### src/rtl/vga_fb_arbiter.sv
// vga_fb_arbiter: shares one single-port framebuffer RAM between the VGA
// scan-out prefetcher and a CPU load/store port. Video reads are issued in
// raster order into a small FIFO that feeds the VGA pixel path. The CPU is
// served whenever the FIFO holds enough margin.
module vga_fb_arbiter #(
    parameter int RES_X      = 640,
    parameter int RES_Y      = 480,
    parameter int ADDR_W     = 19,
    parameter int FIFO_DEPTH = 8,
    parameter int LOW_WM     = 2
) (
    input  logic              clk,
    input  logic              rst,
    input  logic              frame_start,
    input  logic              pix_pop,
    output logic [31:0]       pixel,
    output logic              pix_valid,
    output logic              underflow,
    input  logic              cpu_req,
    input  logic              cpu_we,
    input  logic [ADDR_W-1:0] cpu_addr,
    input  logic [31:0]       cpu_wdata,
    output logic              cpu_ack,
    output logic [31:0]       cpu_rdata,
    output logic              mem_en,
    output logic              mem_we,
    output logic [ADDR_W-1:0] mem_addr,
    output logic [31:0]       mem_wdata,
    input  logic [31:0]       mem_rdata
);

    localparam int PTR_W = $clog2(FIFO_DEPTH);
    // Occupancy counts FIFO entries plus the one possible in-flight read,
    // so it needs one bit more than the pointer difference.
    localparam int OCC_W = PTR_W + 2;
    localparam logic [ADDR_W-1:0] LAST_ADDR = ADDR_W'(RES_X * RES_Y - 1);
    localparam logic [OCC_W-1:0]  DEPTH_OCC = OCC_W'(FIFO_DEPTH);
    localparam logic [OCC_W-1:0]  LOW_OCC   = OCC_W'(LOW_WM);

    typedef enum logic [1:0] {
        S_WAIT_FRAME,
        S_FETCH,
        S_DONE
    } state_t;

    state_t            state_q, state_d;
    logic [ADDR_W-1:0] fetch_addr_q, fetch_addr_d;
    logic [PTR_W:0]    wr_ptr_q, wr_ptr_d;
    logic [PTR_W:0]    rd_ptr_q, rd_ptr_d;
    logic              vid_tag_q, vid_tag_d;
    logic              underflow_q, underflow_d;
    logic              cpu_pend_q, cpu_pend_d;
    logic              cpu_rd_pend_q, cpu_rd_pend_d;
    logic [31:0]       cpu_rdata_q, cpu_rdata_d;
    logic [31:0]       fifo_mem_q [FIFO_DEPTH];

    logic [PTR_W:0]    level;
    logic [OCC_W-1:0]  occ;
    logic              fifo_empty;
    logic              vid_elig;
    logic              vid_urgent;
    logic              cpu_ok;
    logic              grant_vid;
    logic              grant_cpu;
    logic              do_push;
    logic              do_pop;

    // Arbitration: one grant per cycle. Video wins outright near starvation,
    // otherwise a waiting CPU request goes first, then video fills the FIFO.
    always_comb begin
        level      = wr_ptr_q - rd_ptr_q;
        occ        = OCC_W'(level) + OCC_W'(vid_tag_q);
        fifo_empty = (level == '0);
        // frame_start cancels the video grant of its own cycle; the restart
        // fetch from address 0 begins on the following cycle.
        vid_elig   = !rst && (state_q == S_FETCH) && (occ < DEPTH_OCC) && !frame_start;
        vid_urgent = vid_elig && (occ <= LOW_OCC);
        // The ack cycle is never re-granted, so a held request is served once.
        cpu_ok     = !rst && cpu_req && !cpu_pend_q;
        grant_cpu  = cpu_ok && !vid_urgent;
        grant_vid  = vid_elig && !grant_cpu;
        do_push    = vid_tag_q && !frame_start;
        do_pop     = pix_pop && !fifo_empty && !frame_start;
    end

    // RAM port drive, purely combinational from the grant.
    always_comb begin
        mem_en    = grant_vid || grant_cpu;
        mem_we    = grant_cpu && cpu_we;
        mem_addr  = '0;
        mem_wdata = '0;
        if (grant_cpu) begin
            mem_addr  = cpu_addr;
            mem_wdata = cpu_wdata;
        end else if (grant_vid) begin
            mem_addr  = fetch_addr_q;
        end
    end

    // Prefetch FSM next state, fetch address, FIFO pointers and underflow flag.
    always_comb begin
        state_d      = state_q;
        fetch_addr_d = fetch_addr_q;
        wr_ptr_d     = wr_ptr_q;
        rd_ptr_d     = rd_ptr_q;
        vid_tag_d    = grant_vid;
        underflow_d  = underflow_q;
        if (frame_start) begin
            // Restart the frame: flush the FIFO and orphan any video read
            // whose data is still on its way back.
            state_d      = S_FETCH;
            fetch_addr_d = '0;
            wr_ptr_d     = '0;
            rd_ptr_d     = '0;
            vid_tag_d    = 1'b0;
            underflow_d  = 1'b0;
        end else begin
            if (grant_vid) begin
                fetch_addr_d = fetch_addr_q + ADDR_W'(1);
                if (fetch_addr_q == LAST_ADDR) begin
                    state_d = S_DONE;
                end
            end
            if (do_push) begin
                wr_ptr_d = wr_ptr_q + (PTR_W + 1)'(1);
            end
            if (do_pop) begin
                rd_ptr_d = rd_ptr_q + (PTR_W + 1)'(1);
            end
            if (pix_pop && fifo_empty) begin
                underflow_d = 1'b1;
            end
        end
    end

    // CPU completion tracking: ack follows the grant by one cycle, read data
    // is captured from the RAM during the ack cycle and held afterwards.
    always_comb begin
        cpu_pend_d    = grant_cpu;
        cpu_rd_pend_d = grant_cpu && !cpu_we;
        cpu_rdata_d   = cpu_rdata_q;
        if (cpu_rd_pend_q) begin
            cpu_rdata_d = mem_rdata;
        end
    end

    // Control and status registers.
    always_ff @(posedge clk or posedge rst) begin
        if (rst) begin
            state_q       <= S_WAIT_FRAME;
            fetch_addr_q  <= '0;
            wr_ptr_q      <= '0;
            rd_ptr_q      <= '0;
            vid_tag_q     <= 1'b0;
            underflow_q   <= 1'b0;
            cpu_pend_q    <= 1'b0;
            cpu_rd_pend_q <= 1'b0;
            cpu_rdata_q   <= '0;
        end else begin
            state_q       <= state_d;
            fetch_addr_q  <= fetch_addr_d;
            wr_ptr_q      <= wr_ptr_d;
            rd_ptr_q      <= rd_ptr_d;
            vid_tag_q     <= vid_tag_d;
            underflow_q   <= underflow_d;
            cpu_pend_q    <= cpu_pend_d;
            cpu_rd_pend_q <= cpu_rd_pend_d;
            cpu_rdata_q   <= cpu_rdata_d;
        end
    end

    // FIFO storage; occupancy is governed by the pointers, so no reset needed.
    always_ff @(posedge clk) begin
        if (do_push) begin
            fifo_mem_q[wr_ptr_q[PTR_W-1:0]] <= mem_rdata;
        end
    end

    // Pixel path and CPU outputs.
    always_comb begin
        pix_valid = !fifo_empty;
        pixel     = fifo_empty ? '0 : fifo_mem_q[rd_ptr_q[PTR_W-1:0]];
        underflow = underflow_q;
        cpu_ack   = cpu_pend_q;
        cpu_rdata = cpu_rd_pend_q ? mem_rdata : cpu_rdata_q;
    end

endmodule

### config.mk
export PLATFORM = sky130hd
export DESIGN_NAME = vga_fb_arbiter
export DESIGN_NICKNAME = d
export VERILOG_FILES = /design/src/rtl/vga_fb_arbiter.sv
export SDC_FILE = /design/constraint.sdc
export NUM_CORES = 1
export LEC_CHECK = 0
export ABC_AREA = 0
export CORE_MARGIN = 5
export CORE_UTILIZATION = 60
export CTS_BUF_LIST = sky130_fd_sc_hd__clkbuf_8
export DETAILED_ROUTE_END_ITERATION = 6
export GPL_TIMING_DRIVEN = 0
export PLACE_DENSITY = 0.86
export SLEW_MARGIN = 20
export SYNTH_ARGS = -nofsm -noshare
export SYNTH_HDL_FRONTEND = slang
export SYNTH_SLANG_ARGS = --single-unit
### constraint.sdc
create_clock -name clk -period 8.5 [get_ports clk]
set_clock_uncertainty 0.05 [all_clocks]
set_input_delay 1.7 -clock clk [delete_from_list [all_inputs] [get_ports clk]]
set_output_delay 1.7 -clock clk [all_outputs]
set_load 0.1 [all_outputs]
# After elaboration in Yosys (flattened, before gate mapping)
# Memories as Yosys holds them, arrays and structs flattened.
# Cells that the tools add are included.
# op_classes
bitwise_logic	0
addsub	5
eq_ne	2
n_div	0
magnitude_cmp	2
n_mul	0
n_reduce_logical	29
shift	0
mux	19
# op_table
cell	n
32-bit 2-to-1 mux	3
19-bit 2-to-1 mux	4
19-bit by 1-bit adder with 19-bit output (second input constant)	1
19-bit == test (second input constant)	1
4-bit 2-to-1 mux	4
1-bit logical AND	14
2-bit nonzero test	5
4-bit by 1-bit adder with 4-bit output (second input constant)	2
1-bit logical NOT	7
2-bit 2-to-1 mux	3
4-bit by 1-bit adder with 5-bit output	1
5-bit by 2-bit less-or-equal comparator with 1-bit output (second input constant)	1
5-bit by 4-bit < comparator with 1-bit output (second input constant)	1
1-bit 2-to-1 mux	5
4-bit logical NOT	1
4-bit subtractor	1
2-bit by 1-bit == test with 1-bit output (second input constant)	1
2-bit AND reduction	1
1-bit logical OR	1
# word_totals
out_inout_bits	120
elab_cells	67
reg_bits	65
mem_count	1
inputBits	89
romBits	0
latch_bits	0
ram_bits	256
# mem_list
name	words	width	read_ports	rd_ports_with_merged_regs	wr	line	rtl
fifo_mem_q	8	32	1	0	1	55	logic [31:0] fifo_mem_q [FIFO_DEPTH];

# Longest topological paths before layout
# logic_depth
ltp_word	12
ltp_mapped	15
ltp_nobuf	12

# Least setup slack after synthesis
# Ideal clock, no wire load.
# synth_timing
path_kind	input to output
from	input port rst
to	output port mem_addr[10]
cell_stages	8
n_path_buf	2
t_required_ns	6.750
arrival_ns	3.976
slack_ns	2.774
path_cell_list	nor4b_1 > nand2b_1 > or4_4 > a21bo_4 > inv_4 > buf_4 > buf_2 > a22o_1
# synth_via
elab_chain_len	11
elab_cells_between_ends	13
classes_between	mux: 2; reduce/logical: 11
# synth_rtl
item	line	rtl
from (decl)	13	input logic rst,
1-bit logical NOT (no line) *	n/a	
1-bit logical AND (3 in series)	76	vid_elig = !rst && (state_q == S_FETCH) && (occ < DEPTH_OCC) && !frame_start;
1-bit logical AND	77	vid_urgent = vid_elig && (occ <= LOW_OCC);
1-bit logical NOT	80	grant_cpu = cpu_ok && !vid_urgent;
1-bit logical AND	80	
1-bit logical NOT	81	grant_vid = vid_elig && !grant_cpu;
1-bit logical AND	81	
19-bit 2-to-1 mux	95	end else if (grant_vid) begin
19-bit 2-to-1 mux *	92	if (grant_cpu) begin
to (decl)	27	output logic [ADDR_W-1:0] mem_addr,
# Every way passes the cells marked *; elsewhere a longest branch is shown, timed or not.

# Final worst setup path
# layout_timing
from	register rd_ptr_q[1]
to	output port mem_addr[14]
# layout_via
elab_chain_len	12
elab_cells_between_ends	13
classes_between	add/sub: 2; order compare: 2; mux: 2; reduce/logical: 7
# layout_rtl
item	line	rtl
from (decl)	49	logic [PTR_W:0] rd_ptr_q, rd_ptr_d;
from (signal assigned)	163	rd_ptr_q <= rd_ptr_d;
4-bit subtractor *	71	level = wr_ptr_q - rd_ptr_q;
4-bit by 1-bit adder with 5-bit output *	72	occ = OCC_W'(level) + OCC_W'(vid_tag_q);
5-bit by 4-bit < comparator with 1-bit output	76	
1-bit logical AND (2 in series)	76	
1-bit logical AND	77	
1-bit logical NOT	80	
1-bit logical AND	80	
1-bit logical NOT	81	
1-bit logical AND	81	
19-bit 2-to-1 mux	95	
19-bit 2-to-1 mux *	92	
# Marked as above.

==> flow_metrics.py <==
metrics = {
    "timing": {
        "timing.hold.ws_ns": 0.434,
        "slew_headroom_pct": 27.5,
        "max_freq_mhz": 130,
        "slew_viol_final": 0,
        "rsz0062_at_grt": "false",
        "finalCriticalPeriod_ns": 7.70,
        "setup_tns_ns": 0,
        "finalSetupViolCount": 0,
        "period_share_pct": 90.6,
        "final_hold_viol_count": 0,
        "worst_slew_pin_slew_ns": 1.08,
    },
    "final_layout": {
        "fin_util_pct": 77.8,
        "final_common_cell": "edfxtp_1",
        "layout_common_cells": "256 x edfxtp_1, 208 x clkdlybuf4s50_1, 81 x nand2_1",
        "nNetsFinal": 1152,
        "n_fill_cell": 1172,
        "multi_input_area_um2": 3670,
        "flow.area_growth_from_synthesis_pct": 28.3,
        "register_area_um2": 9310,
        "drive_gt1_share_pct": 18.4,
    },
    "synthesis": {
        "ys.warnings.count": 0,
        "synth_edf_count": 256,
        "synth_nets": 877,
        "synth_top_area_cell": "edfxtp_1",
        "synth_seq_cells": 321,
        "ys_async_sr_fraction_pct": 20.2,
        "ys.flop_type": "edfxtp_1",
        "ys_seq_area_share_pct": 70.8,
        "yosys-top-cells-area": "edfxtp_1 58%, dfrtp_1 12%, mux4_2 11%",
        "ys_types": 44,
        "syn_avg_cell_area_um2": 16.9,
        "synthCells": 779,
        "synth_top_area_share_pct": 58.4,
        "netlist_area_um2": 13200,
    },
    "power": {
        "max-vdd-ir-drop_mv": 0.293,
        "switchingPower_w": 0.00313,
        "pwr-share-clk_pct": 19.3,
        "p_leak_nw": 5.98,
        "pwr-share-comb_pct": 51.8,
        "switching_share_pct": 48.7,
        "p_int_w": 0.00330,
        "p_seq_share_pct": 28.9,
        "p_per_area_nw_per_um2": 381,
    },
    "critical_path": {
        "cp.buffers_inverters": 7,
        "cp_slowest_cell": "clkdlybuf4s50_1",
        "cp-start-kind": "flip-flop",
        "cp.arrival_ns": 5.95,
        "cp_cell_sequence": "buf_1 -> clkbuf_1 -> inv_1 -> fa_1 -> xor2_2 -> nand3_1 -> or4_4 -> a21bo_4 -> inv_4 -> buf_4 -> buf_2 -> a22o_1 -> clkdlybuf4s50_1",
        "worstSetupPathType": "flip-flop to output port",
        "cpPeakStageDelay_ns": 1.14,
        "worstPathRequired_ns": 6.75,
        "worstPathMaxFanout": 10,
        "path_delay_family": "buffers and inverters",
        "critPathCaptureType": "output port",
    },
    "floorplan": {
        "dieWidth_um": 158,
        "core_area_um2": 21700,
        "die_h_um": 158,
        "die-area_um2": 25000,
        "ios": 209,
        "initial_utilization_pct": 60.7,
        "row_count": 54,
    },
    "cts": {
        "post-cts-setup-buffers": 0,
        "cts_buffer_depth": 3,
        "path_clk_slew_ns": 0.06,
        "clock-sinks": 321,
        "cts.htree.levels": 2,
        "clkLatencyLatePin_ns": 0.55,
        "cts-hold-fix-buffers": 0,
        "cts-buffers-inserted": 50,
        "clockRootBuffer": "clkbuf_8",
        "cts_resized": 0,
        "cts_tree": "done",
    },
    "outcome": {
        "run_status": "finished clean",
    },
    "grt": {
        "grt_start_max_net_pins": 49,
        "grt-ovfl-total": 0,
        "grt_pass1_wl_um": 49500,
        "grt_use_met3_pct": 6.21,
        "grt_usage_pct": 26.4,
        "use_met1_pct": 34.5,
        "grtUsageMet2_pct": 44.7,
        "busiest_layer": "met2",
        "grt_pass1_vias": 8665,
        "antenna_found_initial": 1,
    },
    "route": {
        "dr.pass1.iters": 5,
        "antenna_left": 0,
        "num_vias": 8286,
        "vias_per_cell": 6.03,
        "wl_per_cell_um": 23.6,
        "wirelength_um": 32400,
        "drt_iter0_markers": 684,
        "drc_errors": 0,
    },
    "flow_run": {
        "cap_viol_max_count": 0,
    },
    "placement": {
        "dp_hpwl_um": 21500,
        "io_buffers": 208,
        "gp_congestion": 0.812,
    },
    "min_path": {
        "hp-class": "flip-flop to flip-flop",
    },
}
Yosys cell counts (2+ instances only):
cell / number
o21a_1: 2
mux2i_1: 5
inv_1: 9
or3_1: 2
buf_4: 2
a22o_1: 21
clkbuf_1: 28
a21oi_1: 39
buf_2: 6
nor2_1: 30
nor3_1: 9
xor2_1: 6
and2_1: 33
mux4_2: 64
nand2_1: 81
nand3_1: 13
a221o_1: 11
buf_1: 8
edfxtp_1: 256
nand3b_1: 2
dfrtp_1: 65
mux2_2: 35
nand4_1: 6
nand2b_1: 2
xnor2_1: 2
o21ai_0: 4
ha_1: 8
and3_1: 14
layout make-up:
type | count | area share [%]
sequential | 321 | 55.2
multi-input combinational | 402 | 21.7
timing repair buffer | 223 | 13.9
clock buffer | 53 | 4.32
tap | 280 | 2.07
clock inverter | 39 | 1.42
buffer | 45 | 1.13
inverter | 11 | 0.274
antenna | 1 | 0.0148
registers in the layout (all words and copies together), names as in the netlist:
| name | flops |
|---|---|
| cpu_ack | 1 |
| state_q | 2 |
| cpu_rd_pend_q | 1 |
| vid_tag_q | 1 |
| rd_ptr_q | 4 |
| fifo_mem_q | 256 |
| fetch_addr_q | 19 |
| underflow | 1 |
| wr_ptr_q | 4 |
| cpu_rdata_q | 32 |
metal layers:
layer / up-vias / wire, um
li1: 3584 / -
met1: 4125 / 11800
met2: 504 / 16600
met3: 73 / 3150
met4: 0 / 877
met5: - / 0
path summary, 6_finish.rpt:
check	from	endpoint	slack, ns	cells after the start
max reg2reg	rd_ptr_q[1]$_DFFE_PP0P_	fetch_addr_q[7]$_DFFE_PP0P_	4.02	12
min reg2reg	state_q[0]$_DFFE_PP0P_	state_q[0]$_DFFE_PP0P_	0.43	1
min in group asynchronous	rst	fetch_addr_q[17]$_DFFE_PP0P_	1.50	2
max	rd_ptr_q[1]$_DFFE_PP0P_	mem_addr[14]	0.80	13
max in group asynchronous	rst	cpu_rdata_q[27]$_DFF_PP0_	6.35	3
min	state_q[0]$_DFFE_PP0P_	state_q[0]$_DFFE_PP0P_	0.43	1
kinds of logic (layout without fill, tap and decap cells):
group           count (synthesis)  in the layout  synth area share [%]
compound gates                 81             81                  4.29
xor+xnor                        9              9                 0.656
fa+ha+maj                       9              9                 0.913
buf+inv                        56            371                  1.79
flops                         321            321                  70.8
mux                           104            104                  14.3
other cells                     0              1                     0
simple gates                  199            199                  7.27
power groups by stage:
stage	Sequential (W)	Clock, W	Combinational, W
6_report	0.00186	0.00124	0.00333
5_1_grt	0.00187	0.00134	0.00343
4_1_cts	0.00186	0.00125	0.00335
3_5_place_dp	0.00189	0	0.00333
3_3_place_gp	0.00188	0	0.00326
2_1_floorplan	0.00188	0	0.00252
through the flow:
step | area, um^2 | total power [W] | setup WS [ns] | cells
global route | 16900 | 0.00664 | 0.509 | 1374
floorplan | 13200 | 0.00440 | 2.77 | 779
detailed placement | 15900 | 0.00522 | 1.37 | 1282
finish | 16900 | 0.00643 | 0.803 | 1375
global placement | 15600 | 0.00514 | 1.12 | 1267
CTS | 16900 | 0.00646 | 0.765 | 1374
Power figures use the tool's default switching activity.
